==> config.mk <==
export PLATFORM = sky130hd
export DESIGN_NAME = instruction_encoder
export DESIGN_NICKNAME = d
export VERILOG_FILES = /design/src/rtl/riscv_pkg.sv /design/src/rtl/instruction_packer.sv /design/src/rtl/instruction_encoder.sv
export SDC_FILE = /design/constraint.sdc
export NUM_CORES = 1
export LEC_CHECK = 0
export BUFFER_PORTS_ARGS = -buffer_cell sky130_fd_sc_hd__buf_4
export CAP_MARGIN = 20
export CORE_UTILIZATION = 25
export CTS_CLUSTER_SIZE = 12
export DETAILED_ROUTE_END_ITERATION = 10
export PLACE_DENSITY = 0.63
export SLEW_MARGIN = 20
export SYNTH_ARGS = -nofsm -noshare
export SYNTH_HDL_FRONTEND = slang
export SYNTH_SLANG_ARGS = --single-unit
==> constraint.sdc <==
create_clock -name clk -period 1.95 [get_ports clk]
set_clock_uncertainty 0.05 [all_clocks]
set_input_delay 0.0975 -clock clk [delete_from_list [all_inputs] [get_ports clk]]
set_output_delay 0.0975 -clock clk [all_outputs]
set_load 0.01 [all_outputs]
==> src/rtl/riscv_pkg.sv <==
// Shared RV32I encoding constants, the encoder error code enum and immediate range helpers.
package riscv_pkg;

    localparam logic [6:0] OP_RTYPE  = 7'b0110011;
    localparam logic [6:0] OP_LOAD   = 7'b0000011;
    localparam logic [6:0] OP_STORE  = 7'b0100011;
    localparam logic [6:0] OP_BRANCH = 7'b1100011;

    typedef enum logic [1:0] {
        ERR_NONE        = 2'b00,
        ERR_UNSUPPORTED = 2'b01,
        ERR_IMM_RANGE   = 2'b10,
        ERR_MISALIGNED  = 2'b11
    } enc_err_e;

    // True when imm is representable as a 12-bit signed value (I/S formats).
    function automatic logic imm_fits_12(input logic [31:0] imm);
        return (imm[31:11] == {21{imm[11]}});
    endfunction

    // True when imm is representable as a 13-bit signed value (SB format).
    function automatic logic imm_fits_13(input logic [31:0] imm);
        return (imm[31:12] == {20{imm[12]}});
    endfunction

endpackage

==> src/rtl/instruction_packer.sv <==
// Combinational fields-to-word packing for R/I-load/S/SB formats.
// Immediate range/alignment checks are built only with IMM_RANGE_CHECK_EN defined.
module instruction_packer
    import riscv_pkg::*;
(
    input  logic [6:0]  opcode,
    input  logic [2:0]  funct3,
    input  logic [6:0]  funct7,
    input  logic [4:0]  rd,
    input  logic [4:0]  rs1,
    input  logic [4:0]  rs2,
    input  logic [31:0] imm,
    output logic [31:0] word,
    output enc_err_e    err_code
);

`ifndef IMM_RANGE_CHECK_EN
    // Upper immediate bits are deliberately dropped when range checking is off.
    logic unused_imm_s;
    assign unused_imm_s = ^imm[31:13];
`endif

    // Select the format layout from the opcode and flag anything unencodable.
    always_comb begin
        word     = 32'h0000_0000;
        err_code = ERR_NONE;
        case (opcode)
            OP_RTYPE: begin
                word = {funct7, rs2, rs1, funct3, rd, opcode};
            end
            OP_LOAD: begin
                word = {imm[11:0], rs1, funct3, rd, opcode};
`ifdef IMM_RANGE_CHECK_EN
                if (!imm_fits_12(imm)) begin
                    err_code = ERR_IMM_RANGE;
                end else begin
                    err_code = ERR_NONE;
                end
`endif
            end
            OP_STORE: begin
                word = {imm[11:5], rs2, rs1, funct3, imm[4:0], opcode};
`ifdef IMM_RANGE_CHECK_EN
                if (!imm_fits_12(imm)) begin
                    err_code = ERR_IMM_RANGE;
                end else begin
                    err_code = ERR_NONE;
                end
`endif
            end
            OP_BRANCH: begin
                word = {imm[12], imm[10:5], rs2, rs1, funct3, imm[4:1], imm[11], opcode};
`ifdef IMM_RANGE_CHECK_EN
                // Range takes priority over misalignment when both are wrong.
                if (!imm_fits_13(imm)) begin
                    err_code = ERR_IMM_RANGE;
                end else if (imm[0]) begin
                    err_code = ERR_MISALIGNED;
                end else begin
                    err_code = ERR_NONE;
                end
`endif
            end
            default: begin
                word     = 32'h0000_0000;
                err_code = ERR_UNSUPPORTED;
            end
        endcase
    end

endmodule

==> src/rtl/instruction_encoder.sv <==
// Encodes field sets into RV32I words for instruction-memory preload, with an auto-incrementing
// word address, valid/ready on both sides and a sticky wrap flag. Optional macro: IMM_RANGE_CHECK_EN.
module instruction_encoder
    import riscv_pkg::*;
#(
    parameter int unsigned         ADDR_W    = 8,
    parameter logic [ADDR_W-1:0]   BASE_ADDR = '0
) (
    input  logic              clk,
    input  logic              rst,
    input  logic              in_valid,
    output logic              in_ready,
    input  logic [6:0]        opcode,
    input  logic [2:0]        funct3,
    input  logic [6:0]        funct7,
    input  logic [4:0]        rd,
    input  logic [4:0]        rs1,
    input  logic [4:0]        rs2,
    input  logic [31:0]       imm,
    output logic              out_valid,
    input  logic              out_ready,
    output logic [31:0]       out_inst,
    output logic [ADDR_W-1:0] out_addr,
    output logic              err_valid,
    output logic [1:0]        err_code,
    output logic              wrapped
);

    logic [31:0]       word_s;
    enc_err_e          pack_err_s;
    logic              accept_s;
    logic [ADDR_W-1:0] next_addr_s;
    logic              wrap_s;

    logic              out_valid_q, out_valid_d;
    logic [31:0]       out_inst_q,  out_inst_d;
    logic [ADDR_W-1:0] out_addr_q,  out_addr_d;
    logic              started_q,   started_d;
    logic              wrapped_q,   wrapped_d;
    logic              err_valid_q, err_valid_d;
    enc_err_e          err_code_q,  err_code_d;

    instruction_packer u_packer (
        .opcode   (opcode),
        .funct3   (funct3),
        .funct7   (funct7),
        .rd       (rd),
        .rs1      (rs1),
        .rs2      (rs2),
        .imm      (imm),
        .word     (word_s),
        .err_code (pack_err_s)
    );

    assign in_ready = !out_valid_q || out_ready;
    assign accept_s = in_valid && in_ready;

    // out_addr_q doubles as the address counter; the first word after reset lands on BASE_ADDR.
    assign next_addr_s = started_q ? (out_addr_q + {{(ADDR_W-1){1'b0}}, 1'b1}) : BASE_ADDR;
    assign wrap_s      = started_q && (out_addr_q == {ADDR_W{1'b1}});

    // Next-state for the output register, address counter, wrap flag and error pulse.
    always_comb begin
        out_valid_d = out_valid_q;
        out_inst_d  = out_inst_q;
        out_addr_d  = out_addr_q;
        started_d   = started_q;
        wrapped_d   = wrapped_q;
        err_valid_d = 1'b0;
        err_code_d  = ERR_NONE;
        if (accept_s && (pack_err_s == ERR_NONE)) begin
            out_valid_d = 1'b1;
            out_inst_d  = word_s;
            out_addr_d  = next_addr_s;
            started_d   = 1'b1;
            wrapped_d   = wrapped_q || wrap_s;
        end else if (out_ready) begin
            out_valid_d = 1'b0;
        end else begin
            out_valid_d = out_valid_q;
        end
        if (accept_s && (pack_err_s != ERR_NONE)) begin
            err_valid_d = 1'b1;
            err_code_d  = pack_err_s;
        end else begin
            err_valid_d = 1'b0;
            err_code_d  = ERR_NONE;
        end
    end

    // State register with asynchronous reset.
    always_ff @(posedge clk or posedge rst) begin
        if (rst) begin
            out_valid_q <= 1'b0;
            out_inst_q  <= 32'h0000_0000;
            out_addr_q  <= BASE_ADDR;
            started_q   <= 1'b0;
            wrapped_q   <= 1'b0;
            err_valid_q <= 1'b0;
            err_code_q  <= ERR_NONE;
        end else begin
            out_valid_q <= out_valid_d;
            out_inst_q  <= out_inst_d;
            out_addr_q  <= out_addr_d;
            started_q   <= started_d;
            wrapped_q   <= wrapped_d;
            err_valid_q <= err_valid_d;
            err_code_q  <= err_code_d;
        end
    end

    assign out_valid = out_valid_q;
    assign out_inst  = out_inst_q;
    assign out_addr  = out_addr_q;
    assign err_valid = err_valid_q;
    assign err_code  = err_code_q;
    assign wrapped   = wrapped_q;

endmodule

=== Yosys cells after proc, flatten, opt, wreduce, memory -nomap -nowiden ===
Cells that the tools add are included.

* Logic and storage cells: 31
* Output and inout port bits: 46
* Input port bits: 68
* Flip-flop bits (word level): 46

* Add/sub/neg operators: 1
* Reductions and logical operators: 11
* Equal/unequal tests: 5
* Muxes and demuxes: 7

{| class="wikitable"
|+ Operator list
! kind !! number
|-
| 32-bit case mux with 4 select lines || 1
|-
| 7-bit by 6-bit == test with 1-bit output (second input constant) || 2
|-
| 8-bit by 1-bit adder with 8-bit output (second input constant) || 1
|-
| 8-bit == test (second input constant) || 1
|-
| 8-bit two-way mux || 1
|-
| 7-bit by 2-bit == test with 1-bit output (second input constant) || 1
|-
| 7-bit == test (second input constant) || 1
|-
| 1-bit logical AND || 4
|-
| 1-bit two-way mux || 4
|-
| 2-bit nonzero test || 2
|-
| 4-bit OR reduction || 1
|-
| 2-bit zero test || 1
|-
| 1-bit logical OR || 2
|-
| 2-bit two-way mux || 1
|-
| 1-bit zero test || 1
|}

=== Logic depth before layout (Yosys ltp) ===
* Word-level depth: 6
* Depth in mapped cells: 7
* Gate-level depth less buffers: 5

=== Hierarchy ===
Synthesis repeated with hierarchy kept, for this count alone.

* Cell total of the unflattened synthesis: 295
* Area, all modules: 2473.6 µm²

{| class="wikitable"
|+ Modules (own cells, without submodules)
! module !! instances !! cells each !! sequential area each (µm²) !! area each (µm²)
|-
| instruction_encoder || 1 || 201 || 1151.1 || 1879.3
|-
| instruction_packer || 1 || 94 || 0.0 || 594.3
|}

=== Least setup slack after synthesis ===
Ideal clock, no wire load.

* Kind: register to register
* From: register out_valid_q (netlist: out_valid)
* To: register out_inst_q[22] (netlist: out_inst[22])
* Setup slack: -0.026 ns
* Data arrival time: 1.801 ns
* Required time: 1.775 ns
* Cell stages (with the launch flop): 7
* Clock period less this slack: 1.976 ns
* Cells stage by stage: dfrtp_1 > nand2b_1 > or3b_1 > buf_2 > nor2_8 > buf_6 > mux2_2

* Cells in the longest elaborated chain, start to end: 4

{| class="wikitable"
|+ Ends and longest elaborated chain
! item !! line !! RTL
|-
| from (decl) || instruction_encoder.sv:35 || <nowiki>logic out_valid_q, out_valid_d;</nowiki>
|-
| from (signal assigned) || instruction_encoder.sv:102 || <nowiki>out_valid_q <= out_valid_d;</nowiki>
|-
| 1-bit zero test || instruction_encoder.sv:55 || <nowiki>assign in_ready = !out_valid_q || out_ready;</nowiki>
|-
| 1-bit logical OR || instruction_encoder.sv:55 ||
|-
| via in_ready || instruction_encoder.sv:12 || <nowiki>output logic in_ready,</nowiki>
|-
| 1-bit logical AND || instruction_encoder.sv:56 || <nowiki>assign accept_s = in_valid && in_ready;</nowiki>
|-
| 1-bit logical AND || instruction_encoder.sv:71 || <nowiki>if (accept_s && (pack_err_s == ERR_NONE)) begin</nowiki>
|-
| to (signal assigned) || instruction_encoder.sv:103 || <nowiki>out_inst_q <= out_inst_d;</nowiki>
|-
| to (decl) || instruction_encoder.sv:36 || <nowiki>logic [31:0] out_inst_q, out_inst_d;</nowiki>
|}

The timed path passes the listed nets, and every way through them passes these cells.
A chain may end at the register's enable or synchronous reset.

=== Worst setup path after layout ===
* From: register out_valid_q (netlist: out_valid)
* To: register out_inst_q[29] (netlist: out_inst[29])

* Cells in the longest elaborated chain, start to end: 4

{| class="wikitable"
|+ Ends and longest elaborated chain
! item !! line
|-
| 1-bit zero test || instruction_encoder.sv:55
|-
| 1-bit logical OR || instruction_encoder.sv:55
|-
| 1-bit logical AND || instruction_encoder.sv:56
|-
| 1-bit logical AND || instruction_encoder.sv:71
|}

Every way passes these cells.

==> qor.yml <==
status: "completed"
switching_share: 0.250
max-cap-violations: 0
synth-seq-cells: 44
vdd_drop_max_mv: 0.193
combPwrFrac: 0.201
clock_sinks: 44
power_density_nw_per_um2: 642
post-cts-setup-buffers: 0
async_flop_share: 1.00
hold_end: "out_valid"
ant_nets: 0
hpwlAfterDp_um: 4030
hp-start: "out_ready"
path_clk_slew_ns: 0.08
num_rows: 33
clk_latency_ns: 0.30
power_switching_mw: 0.518
setup_tns_ns: 0
coreArea_um2: 8220
post-route-period-util: 0.956
drive_gt1_frac: 0.510
drt_iter0_markers: 30
final_common_cell: "buf_4"
synthDistinctLibCells: 41
antenna_found_initial: 0
busiest_layer: "met2"
syn-num-nets: 245
clk_path_buf_depth: 2
grt-ovfl-total: 0
fmax_ghz: 0.536
detail_route.wl_per_cell_um: 13.9
cp.arrival_ns: 2.00
crit_fanout: 10
reg2reg_slack_ns: 0.09
drc: 0
p_int_mw: 1.55
syn-mean-instance-area_um2: 12.1
cts_buffers: 5
clockPowerShare: 0.301
worst-setup-path-type: "flop to flop"
finalPower_mw: 2.07
r2r_start: "out_valid"
h-tree-depth: 2
start_kind: "flop"
layout_common_cells: "105 x buf_4, 44 x dfrtp_1, 19 x mux2_2"
min_path_type: "input port to flop"
fin_crit_ns: 1.86
final_area_um2: 3230
reg2reg_depth: 6
grt_max_degree: 45
place_area_um2: 3030
cts_tree: "done"
synth_edf_count: 0
ios: 114
p_seq_frac: 0.498
timing.rr.end: "out_inst[29]"
gr-usage-met1: 0.162
synth_seq_area_share: 0.519
antenna_cells: 0
finalHoldViolCount: 0
grt_setup_unrepaired: "no"
fillCellCount: 799
die_h_um: 94.2
use_met2: 0.222
fp.dieW_um: 94.2
grt_pass1_wl_um: 8930
end_kind: "flop"
viasPerCell: 4.65
numPortBuffers: 93
setup_viol: 0
grt_usage: 0.130
synth_area_um2: 2120
ys.flop_type: "dfrtp_1"
initial_core_util: 0.258
p_leak_nw: 1.63
worstPathRequired_ns: 2.08
drt-total-wl_um: 5450
place.gp.congestion: 0.732
finalNetCount: 357
globalRouteMet3Util: 0.0307
yosysWarnings: 0
vias: 1827
netlist_instances: 176
grt_pass1_vias: 1860
slew_viol_final: 0
dr.pass1.iters: 4
hold_depth: 3
syn_to_final_growth_pct: 52.1
root_buffer: "clkbuf_8"
dieArea_um2: 8870
==> stage by stage <==
step           hold slack, ns  worst slack, ns   util  cells
6_report               0.0562           0.0858  0.393    393
4_1_cts                0.0416           0.0612  0.393    393
3_3_place_gp            0.117           0.0799  0.369    376
2_1_floorplan           0.169           0.0533      -    176
3_5_place_dp            0.116           0.0703  0.369    376
5_1_grt                0.0384          0.00450  0.393    393
==> cells in the mapped netlist (all sizes together) (3+ instances only) <==
library cell | instances | area share
a211oi | 3 | 0.011
a22o | 16 | 0.066
a32o | 4 | 0.019
buf | 9 | 0.029
clkbuf | 4 | 0.0071
dfrtp | 44 | 0.52
inv | 7 | 0.012
mux2 | 26 | 0.15
nand2 | 9 | 0.016
nand2b | 4 | 0.012
nand3 | 6 | 0.014
nor2 | 7 | 0.020
nor3 | 5 | 0.014
o21ai | 8 | 0.019
==> critical path: stages, from the launching register on <==
cell and delay, ns:
dfrtp_1 0.41, nand2b_4 0.11, or3b_1 0.37, buf_4 0.20
nor2_8 0.15, buf_12 0.14, mux2_2 0.33
==> layer usage <==
layer	wire, um	vias up
li1	-	869
met1	2430	894
met2	2680	59
met3	291	5
met4	44	0
met5	0	-
==> layout make-up <==
class | instances | area, um2 | area share
clock buffer | 7 | 96.3 | 0.0298
inverter | 7 | 26.3 | 0.00814
multi-input combinational | 112 | 926 | 0.287
sequential | 44 | 1100 | 0.341
tap | 105 | 131 | 0.0407
timing repair buffer | 118 | 948 | 0.294
==> worst max path at each step <==
stage | to | from | slack (ns) | cells past startpoint
after floorplan | out_inst[22] | out_valid | 0.05 | 6
after detailed placement | out_inst[29] | out_valid | 0.07 | 6
after global routing | out_inst[11] | out_valid | 0.004 | 6
final | out_inst[29] | out_valid | 0.09 | 6
after global placement | out_inst[22] | out_valid | 0.08 | 6
after CTS | out_inst[21] | out_valid | 0.06 | 6
==> sequential cells by signal (all words and copies together) (netlist names) <==
| name | flops |
|---|---|
| started_q | 1 |
| out_inst | 32 |
| out_valid | 1 |
| out_addr | 8 |
| wrapped | 1 |
| err_code | 1 |
==> logic make-up after synthesis <==
group | count (synthesis) | share of synthesized area
xor+xnor | 1 | 0.00413
fa+ha+maj | 2 | 0.0106
mux | 27 | 0.155
simple gates | 40 | 0.107
compound gates | 41 | 0.154
flops | 44 | 0.519
other cells | 1 | 0.00177
buf+inv | 20 | 0.0489
==> power by group through the flow <==
stage	logic (mW)	registers, mW	clock network [mW]
after global placement	0.399	1.05	0
after floorplan	0.148	1.08	0
after CTS	0.424	1.03	0.658
after detailed placement	0.409	1.05	0
final	0.416	1.03	0.623
after global routing	0.458	1.04	0.691
==> timing repair <==
| action | in CTS | in global routing |
|---|---|---|
| gates resized for setup | 0 | 1 |
| hold buffers | 10 | 0 |
| endpoints found under the setup margin | 0 | 1 |
| hold endpoints to repair | 53 | 0 |
Power figures use the tool's default switching activity.
